File: src/rtl/demux_1t4_stream.sv
// demux_1t4_stream: buffered 1-to-4 valid/ready stream demultiplexer.
// Each input word is routed to the channel chosen by SEL. Every channel has
// its own 2-entry FIFO, so a stalled consumer only back-pressures words
// aimed at its own channel.
module demux_1t4_stream #(
  parameter int unsigned WIDTH = 32
) (
  input  logic             CLK,
  input  logic             RST_N,
  input  logic [WIDTH-1:0] DIN,
  input  logic [1:0]       SEL,
  input  logic             IN_VALID,
  output logic             IN_READY,
  output logic [WIDTH-1:0] DOUT0,
  output logic [WIDTH-1:0] DOUT1,
  output logic [WIDTH-1:0] DOUT2,
  output logic [WIDTH-1:0] DOUT3,
  output logic             VALID0,
  output logic             VALID1,
  output logic             VALID2,
  output logic             VALID3,
  input  logic             READY0,
  input  logic             READY1,
  input  logic             READY2,
  input  logic             READY3,
  output logic             BUSY
);

  logic [WIDTH-1:0] mem [4][2];
  logic [1:0]       cnt [4];
  logic [3:0]       wr_ptr;
  logic [3:0]       rd_ptr;
  logic [3:0]       valid;
  logic [3:0]       ready_v;
  logic [3:0]       push;
  logic [3:0]       pop;
  logic [WIDTH-1:0] head [4];
  logic             in_ready;

  assign ready_v  = {READY3, READY2, READY1, READY0};
  // Only registered occupancy of the selected channel gates acceptance,
  // so a same-cycle pop on a full channel never opens it for a push.
  assign in_ready = (cnt[SEL] != 2'd2);

  // Per-channel push/pop strobes and head-of-FIFO views.
  always_comb begin
    push  = '0;
    pop   = '0;
    valid = '0;
    for (int unsigned n = 0; n < 4; n++) begin
      valid[n] = (cnt[n] != 2'd0);
      push[n]  = IN_VALID && in_ready && (SEL == 2'(n));
      pop[n]   = valid[n] && ready_v[n];
      head[n]  = valid[n] ? mem[n][rd_ptr[n]] : '0;
    end
  end

  // Occupancy and pointer bookkeeping for all four FIFOs.
  always_ff @(posedge CLK or negedge RST_N) begin
    if (!RST_N) begin
      wr_ptr <= '0;
      rd_ptr <= '0;
      for (int unsigned n = 0; n < 4; n++) begin
        cnt[n] <= '0;
      end
    end else begin
      for (int unsigned n = 0; n < 4; n++) begin
        if (push[n] && !pop[n]) begin
          cnt[n] <= cnt[n] + 2'd1;
        end else if (pop[n] && !push[n]) begin
          cnt[n] <= cnt[n] - 2'd1;
        end
        if (push[n]) begin
          wr_ptr[n] <= ~wr_ptr[n];
        end
        if (pop[n]) begin
          rd_ptr[n] <= ~rd_ptr[n];
        end
      end
    end
  end

  // FIFO storage; contents are don't-care while empty because DOUTn is masked.
  always_ff @(posedge CLK) begin
    for (int unsigned n = 0; n < 4; n++) begin
      if (push[n]) begin
        mem[n][wr_ptr[n]] <= DIN;
      end
    end
  end

  assign IN_READY = in_ready;
  assign DOUT0    = head[0];
  assign DOUT1    = head[1];
  assign DOUT2    = head[2];
  assign DOUT3    = head[3];
  assign VALID0   = valid[0];
  assign VALID1   = valid[1];
  assign VALID2   = valid[2];
  assign VALID3   = valid[3];
  assign BUSY     = |valid;

endmodule
File: config.mk
export PLATFORM = sky130hd
export DESIGN_NAME = demux_1t4_stream
export DESIGN_NICKNAME = d
export VERILOG_FILES = /design/src/rtl/demux_1t4_stream.sv
export SDC_FILE = /design/constraint.sdc
export NUM_CORES = 1
export LEC_CHECK = 0
export BUFFER_PORTS_ARGS = -buffer_cell sky130_fd_sc_hd__clkbuf_2
export CAP_MARGIN = 5
export CORE_ASPECT_RATIO = 0.5
export CORE_UTILIZATION = 45
export DETAILED_ROUTE_END_ITERATION = 10
export PLACE_DENSITY = 0.76
export SYNTH_ARGS = -nofsm -noshare
export SYNTH_HDL_FRONTEND = slang
export SYNTH_SLANG_ARGS = --single-unit
export TNS_END_PERCENT = 50
File: constraint.sdc
create_clock -name CLK -period 4.5 [get_ports CLK]
set_input_delay 1.125 -clock CLK [delete_from_list [all_inputs] [get_ports CLK]]
set_output_delay 1.125 -clock CLK [all_outputs]
set_load 0.01 [all_outputs]
Word-level counts from Yosys, hierarchy flattened
Memory sizes are Yosys's and may differ from the RTL's.
Index checks and enable logic that the tools add are counted.
Cells by class
  add/subtract/negate cells: 8
  bitwise operators: 17
  order comparisons: 13
  eq/ne operators: 4
  multiplexer cells: 52
  reductions and logical operators: 42
Operators with widths (number)
  $mux 32: 20
  $mux 64: 10
  $reduce_or 64->1: 3
  $demux 32 s1: 4
  $mux 2: 13
  $logic_and 1x1->1: 21
  $ge 2x2->1 const B: 8
  $not 1->2: 8
  $reduce_bool 2->1: 8
  $add 2x1->2 const B: 4
  $logic_not 1->1: 8
  $lt 2x1->1 const B: 4
  $not 1->1: 8
  $sub 2x1->2 const B: 4
  $bmux 2 s2: 1
  $eq 2x2->1 const B: 2
  $mux 1: 4
  $reduce_or 4->1: 1
  $ge 3x3->1 const B: 1
  $not 2->3: 1
  $eq 2x1->1 const B: 1
  $logic_not 2->1: 1
  $ne 2x2->1 const B: 1
Word-level totals
  bits of input ports: 41
  logic and storage cells: 149
  bits in registers: 16
  bits in writable memories: 256
  output and inout port bits: 134
  memories kept: 1
Memory list
  mem: depth 4, bits a word 64, read ports 4, clocked after memory_dff 0, write ports 1, RTL line 29  | logic [WIDTH-1:0] mem [4][2];

Logic depth before layout (Yosys ltp)
Gate-level depths: netlist of run 1.
  depth after elaboration: 13
  mapped depth: 7
  depth with buffers taken out: 7

Least setup slack after synthesis of run 1
No wires, ideal clock.
  path type: input-to-reg
  from: input port SEL[1]
  to: memory mem[1][32] in the netlist's numbering, enable pin
  stages on the path: 1
  data required time: 3.998 ns
  slack: -0.326 ns
  arrival time: 4.325 ns
  setup time: 0.502 ns
  path buffers: 0
  cells stage by stage: nor4_1
Between the ends
  cells in the longest elaborated chain, start to end: 13
  elaborated cells on any way between the ends: 31
  classes of those cells: 4 x eq/ne; 17 x mux; 1 x bitwise; 9 x reduce/logical
RTL lines
  start: declaration: RTL line 11  | input logic [1:0] SEL,
  $not 2->3 (implied by the code): RTL line 43  | assign in_ready = (cnt[SEL] != 2'd2);
  $bmux 2 s2: RTL line 43
  $mux 2 (implied by the code) (2 in series): RTL line 43
  $ne 2x2->1: RTL line 43
  $logic_and 1x1->1 (2 in series): RTL line 52  | push[n] = IN_VALID && in_ready && (SEL == 2'(n));
  $mux 1: RTL line 86  | if (push[n]) begin
  $mux 64 (implied by the code): RTL line 87  | mem[n][wr_ptr[n]] <= DIN;
  $reduce_or 64->1 (no source line)
  $mux 2 (no source line) or $mux 64 (tied branches) (3 in series)
  end: declaration: RTL line 29
Several ways; a longest one is shown, not always the timed one. The select of a mux whose other input is x is not followed.

Final worst setup path of run 1
  from: register rd_ptr[1]
  to: output port DOUT1[5]
Between the ends
  cells in the longest elaborated chain, start to end: 5
RTL lines
  start: declaration: RTL line 32  | logic [3:0] rd_ptr;
  start signal: indexed assignment: RTL line 77  | rd_ptr[n] <= ~rd_ptr[n];
  $not 1->2 (implied by the code): RTL line 54  | head[n] = valid[n] ? mem[n][rd_ptr[n]] : '0;
  $mux 32 (implied by the code) (3 in series): RTL line 54
  $mux 32: RTL line 54
  end: declaration: RTL line 15  | output logic [WIDTH-1:0] DOUT1,
No other way between the ends. The select of a mux whose other input is x is not followed.

==> results of run 1 <==
## sequential cells by signal, indices dropped and copies added, names as in the netlist
name    cells
mem       256
cnt         8
rd_ptr      4
wr_ptr      4
## final timing paths
| kind | start | end | slack (ns) | cells after the start |
|---|---|---|---|---|
| min in group CLK | wr_ptr[0] | wr_ptr[0] | 0.54 | 1 |
| worst max register to register | cnt[0] | mem[3][48] | 2.24 | 3 |
| max in group asynchronous | RST_N | rd_ptr[0] | 3.67 | 1 |
| worst min-delay path | RST_N | rd_ptr[1] | 0.52 | 1 |
| worst min register to register | wr_ptr[0] | wr_ptr[0] | 0.54 | 1 |
| worst max-delay path | rd_ptr[1] | DOUT1[5] | 0.98 | 4 |
## layout make-up
cell class / instances / area (µm²) / share of cell area, %
tap: 307 / 384 / 3.09
clock buffer: 32 / 694 / 5.58
inverter: 4 / 15.0 / 0.121
timing repair buffer: 176 / 886 / 7.12
sequential: 272 / 8090 / 65.1
clock inverter: 15 / 97.6 / 0.785
multi-input combinational: 312 / 2270 / 18.2
## logic make-up (layout without fill, tap and decap cells)
group         Yosys count  count (layout)  share of synthesized area [%]
fa+ha+maj               4               4                          0.478
flops                 272             272                           77.2
xor+xnor               20              20                           1.67
buf+inv                32             227                           1.77
mux                   129             129                           12.4
simple gates          159             159                           6.45
## stage by stage
stage	util, %	instance area [µm²]	setup slack (ns)
2_1_floorplan	-	10500	1.05
3_3_place_gp	51.0	11600	1.37
3_5_place_dp	51.0	11600	1.36
4_1_cts	54.5	12400	0.977
5_1_grt	54.5	12400	0.908
6_report	54.5	12400	0.982
## cells in the mapped netlist (3+ instances only)
cell      count  area share, %
mux2i_1     128             12
nor2_1      132            4.7
edfxtp_1    256             73
xor2_1       12            1.0
nor2_2        4           0.24
nand2_1       5           0.18
xnor2_1       8           0.67
buf_2        16           0.76
nand2b_1      4           0.24
dfrtp_1      16            3.8
and2_1        4           0.24
inv_1         3           0.11
nor2b_1       4           0.24
buf_4        12           0.86
ha_1          4           0.48
## routing by layer
layer	routed length [µm]	part of all wire, %	GRT usage, %
met4	381	1.7	3.90
met1	9610	43	23.6
met2	11500	51	32.7
met5	0	0	0
met3	963	4.3	3.32
## report_power, final
group | internal [mW] | leakage (nW) | switching [mW]
logic | 0.996 | 2.00 | 1.38
clock network | 1.15 | 0.393 | 0.884
registers | 3.02 | 2.50 | 0.451
total | 5.17 | 4.89 | 2.72
## worst register-to-register path, cell delays in order (launching register included)
cell      delay [ns]
dfrtp_1         0.45
nand2b_1        0.17
and4_1          0.31
nor2b_4         0.91
==> run summary, run 1 <==
Worst VDD drop: 0.000289 V
Fmax: 284 MHz
Slew headroom: 23.2%
Critical Path RT: 3.38 ns
Startpoint types: register
Remaining Overflow, GRT: 0
Seq/Total Area, Yosys: 77.2%
Cell area after synthesis: 10500 µm²
CTS clk-pin slew, worst paths: 0.07 ns
Global-route usage over all layers: 18.3%
Status: complete, no violations
GP Congestion: 0.790
CP bufs+invs: 2
Hold WS: 0.516 ns
CP arrival: 2.39 ns
CTS Sinks: 272
CP Capture Type: output pin
N_diodes: 0
PortBufs: 174
Largest fanout on the critical path: 26
P_leak: 4.89 nW
Core area: 22800 µm²
Vias: 5669
Most frequent cells in the layout: edfxtp_1 (256), clkbuf_2 (174), nor2_1 (132), mux2i_1 (128), clkbuf_16 (27)
Post-route ant nets: 0
CP max-delay cell: dfrtp_2
Hold buffers post-CTS: 0
Htree depth: 1
FFs w/ async S/R, synth: 5.88%
Final setup fails: 0
HP Class: in -> async
Share of cells above drive strength 1: 28.6%
RSZ-0062 raised after global routing: false
First DRT Iteration DRCs: 358
Vias in the first global route: 5554
PwrDens: 634 nW/µm²
CTS resizes: 0
Synthesized instance count: 616
Worst skew pair latency: 0.52 ns
Post-layout min period: 3.52 ns
Least-Margin Pin Slew: 1.15 ns
Post-synth top flop: edfxtp_1
Row count: 39
Drt first pass iters: 4
# DRC: 0
CTS tree: done
CP max stage delay: 0.99 ns
CTS Buf Count: 26
Clock Tree Buf Depth: 3
DP Wirelength: 13500 µm
Starting density of the core: 45.9%
Drt total wl: 22500 µm
Most common cell after layout, fill and taps aside: edfxtp_1
Largest net degree at the start of global routing: 35
Root Driver: clkbuf_16
Max Cap Viol: 0
Die X: 218 µm
Fin cells: 1118
# placed instances: 1071
Mapped Nets: 661
Final period util: 78.2%
IO Count: 175
Worst path cell trace: buf_4 > mux2i_1 > nor2_1 > clkbuf_2
Routed length per instance: 20.1 µm
Nets: 837
Fill cell count: 1814
Post-synth EDFFs: 256
Die height: 110 µm
Distinct cells, synth: 23
Final hold violation count: 0
Setup TNS: 0 ns
Slew Limit Fails: 0
Skew final: 0.00868 ns
Crit path kind: reg -> out
Yosys reg bits: 272
Family with the most delay on the worst path: flip-flops
DR vias/cell: 5.07
First-pass GRT wire length: 32500 µm
Initial antenna violation count: 0
Ys Warns: 0
Post-CTS Setup Inserts: 0
Area Overhead vs Synth: 18.7%
Syn avg cell area: 17.0 µm²
Power, Total: 7.88 mW
Die area: 23900 µm²
Note: power is estimated with default switching activity, not from simulation.
==> run 2, diff against run 1 <==
--- a/config.mk
+++ b/config.mk
@@ -10,7 +10,7 @@
 export CORE_ASPECT_RATIO = 0.5
 export CORE_UTILIZATION = 45
 export DETAILED_ROUTE_END_ITERATION = 10
-export PLACE_DENSITY = 0.76
+export PLACE_DENSITY = 0.73
 export SYNTH_ARGS = -nofsm -noshare
 export SYNTH_HDL_FRONTEND = slang
 export SYNTH_SLANG_ARGS = --single-unit
==> constraint.sdc (replaced) <==
create_clock -name CLK -period 3.6 [get_ports CLK]
set_input_delay 0.9 -clock CLK [delete_from_list [all_inputs] [get_ports CLK]]
set_output_delay 0.9 -clock CLK [all_outputs]
set_load 0.01 [all_outputs]
==> run summary, run 2 (synthesis results as in run 1) <==
Worst skew pair latency: 0.52 ns (about the same)
Core area: 22800 µm² (unchanged)
RSZ-0062 raised after global routing: false
Root Driver: clkbuf_16
Fill cell count: 1794 (-1.1%)
Hold buffers post-CTS: 0 (unchanged)
First-pass GRT wire length: 32900 µm (+1.2%)
FF-to-FF Start: cnt[3]
CP Capture Type: output pin
CTS clk-pin slew, worst paths: 0.06 ns (about the same)
First DRT Iteration DRCs: 459 (+28%)
Post-CTS Setup Inserts: 0 (unchanged)
Htree depth: 1 (unchanged)
Largest fanout on the critical path: 23 (-12%)
Slew Limit Fails: 0 (unchanged)
CP max stage delay: 0.87 ns (-0.12 ns)
Slew headroom: 37.6% (+14 points)
Vias: 5693 (+0.42%)
Nets: 850 (+1.6%)
Status: complete, no violations
Final period util: 84.5%
Routed length per instance: 19.9 µm (-1.0%)
DP Wirelength: 14900 µm (+10%)
DR vias/cell: 5.04 (-0.64%)
Clock Tree Buf Depth: 3 (unchanged)
CTS resizes: 0 (unchanged)
PwrDens: 795 nW/µm² (+25%)
Post-layout min period: 3.04 ns
Worst Setup Slack, final: 0.560 ns (-0.423 ns)
P_leak: 4.99 nW (+2.1%)
CTS Sinks: 272 (unchanged)
# DRC: 0 (unchanged)
Final hold violation count: 0 (unchanged)
Worst VDD drop: 0.000335 V (+16%)
HP Class: in -> async
Global-route usage over all layers: 18.6% (+0.29 points)
Skew final: 0.0187 ns (+0.00999 ns)
Fin cells: 1130 (+1.1%)
Most frequent cells in the layout: edfxtp_1 (256), clkbuf_2 (174), nor2_1 (132), mux2i_1 (128), clkbuf_16 (25)
Dpl ws: 0.903 ns (-0.460 ns)
Max FFs per register: 256 (unchanged)
Crit path kind: reg -> out
CTS Buf Count: 24 (-7.7%)
CP arrival: 2.14 ns (-0.25 ns)
Least-Margin Pin Slew: 0.936 ns (-0.214 ns)
Critical Path RT: 2.70 ns (-0.68 ns)
Most common cell after layout, fill and taps aside: edfxtp_1
Die area: 23900 µm² (unchanged)
Fmax: 329 MHz
CTS tree: done
CP max-delay cell: dfrtp_2
Max Cap Viol: 0 (unchanged)
Drt total wl: 22500 µm (about the same)
Worst path cell trace: buf_4 > mux2i_1 > nor2_1 > clkbuf_2
Hold WS: 0.326 ns (-0.190 ns)
Worst Setup SP: rd_ptr[1]
PortBufs: 174 (unchanged)
Power, Total: 10.0 mW (+27%)
GP Congestion: 0.768 (-2.8%)
Final setup fails: 0 (unchanged)
N_diodes: 0 (unchanged)
Startpoint types: register
Vias in the first global route: 5583 (+0.52%)
Largest net degree at the start of global routing: 33 (-5.7%)
Area Overhead vs Synth: 20.4%
Share of cells above drive strength 1: 30.1% (+1.5 points)
# placed instances: 1086 (+1.4%)
IO Count: 175 (unchanged)
Remaining Overflow, GRT: 0 (unchanged)
Initial antenna violation count: 0 (unchanged)
Drt first pass iters: 6 (+2)
Die X: 218 µm (unchanged)
Post-route ant nets: 0 (unchanged)
Starting density of the core: 45.9% (unchanged)
Row count: 39 (unchanged)
Setup TNS: 0 ns (unchanged)
Die height: 110 µm (unchanged)
## run 2: stage by stage
stage,util (%),cell area [µm²]
floorplan,-,10500
global placement,51.6,11800
detailed placement,51.6,11800
CTS,55.3,12600
global route,55.3,12600
finish,55.3,12600
## run 2: worst paths after layout
kind                                  end  slack [ns]  depth (start not counted)
max in group asynchronous       rd_ptr[1]        2.95                          1
worst min-delay path            wr_ptr[1]        0.33                          1
worst max register to register     cnt[3]        1.45                          8
worst max-delay path             DOUT1[5]        0.56                          4
min in group CLK                wr_ptr[0]        0.54                          1
worst min register to register  wr_ptr[0]        0.54                          1
## run 2: worst max-delay path: cells and delay by family (launching register included)
kind / cells / cell delay (ns)
simple gates: 1 / 0.07
flops: 1 / 0.87
buf+inv: 2 / 0.44
mux: 1 / 0.26
## run 2: cell type report
type / count / area, µm² / share of cell area [%]
repair buffers: 191 / 1040 / 8.21
well taps: 307 / 384 / 3.04
inverters: 4 / 15.0 / 0.119
clock buffers: 36 / 707 / 5.60
clock inverters: 8 / 118 / 0.932
multi-input cells: 312 / 2270 / 18.0
flip-flops and latches: 272 / 8090 / 64.1
## run 2: layer usage
layer / routed length (µm) / vias up / GRT usage, % / share of wire, %
met5: 0 / - / 0 / 0
met4: 326 / 0 / 4.05 / 1.5
met2: 11000 / 135 / 31.2 / 49
met1: 10000 / 2895 / 26.0 / 45
met3: 1150 / 26 / 2.82 / 5.1
li1: - / 2637 / - / -
## run 2: power by group
part / switching [mW] / internal, mW
sequential: 0.404 / 3.77
combinational: 1.88 / 1.32
clock: 1.08 / 1.57
total: 3.37 / 6.67
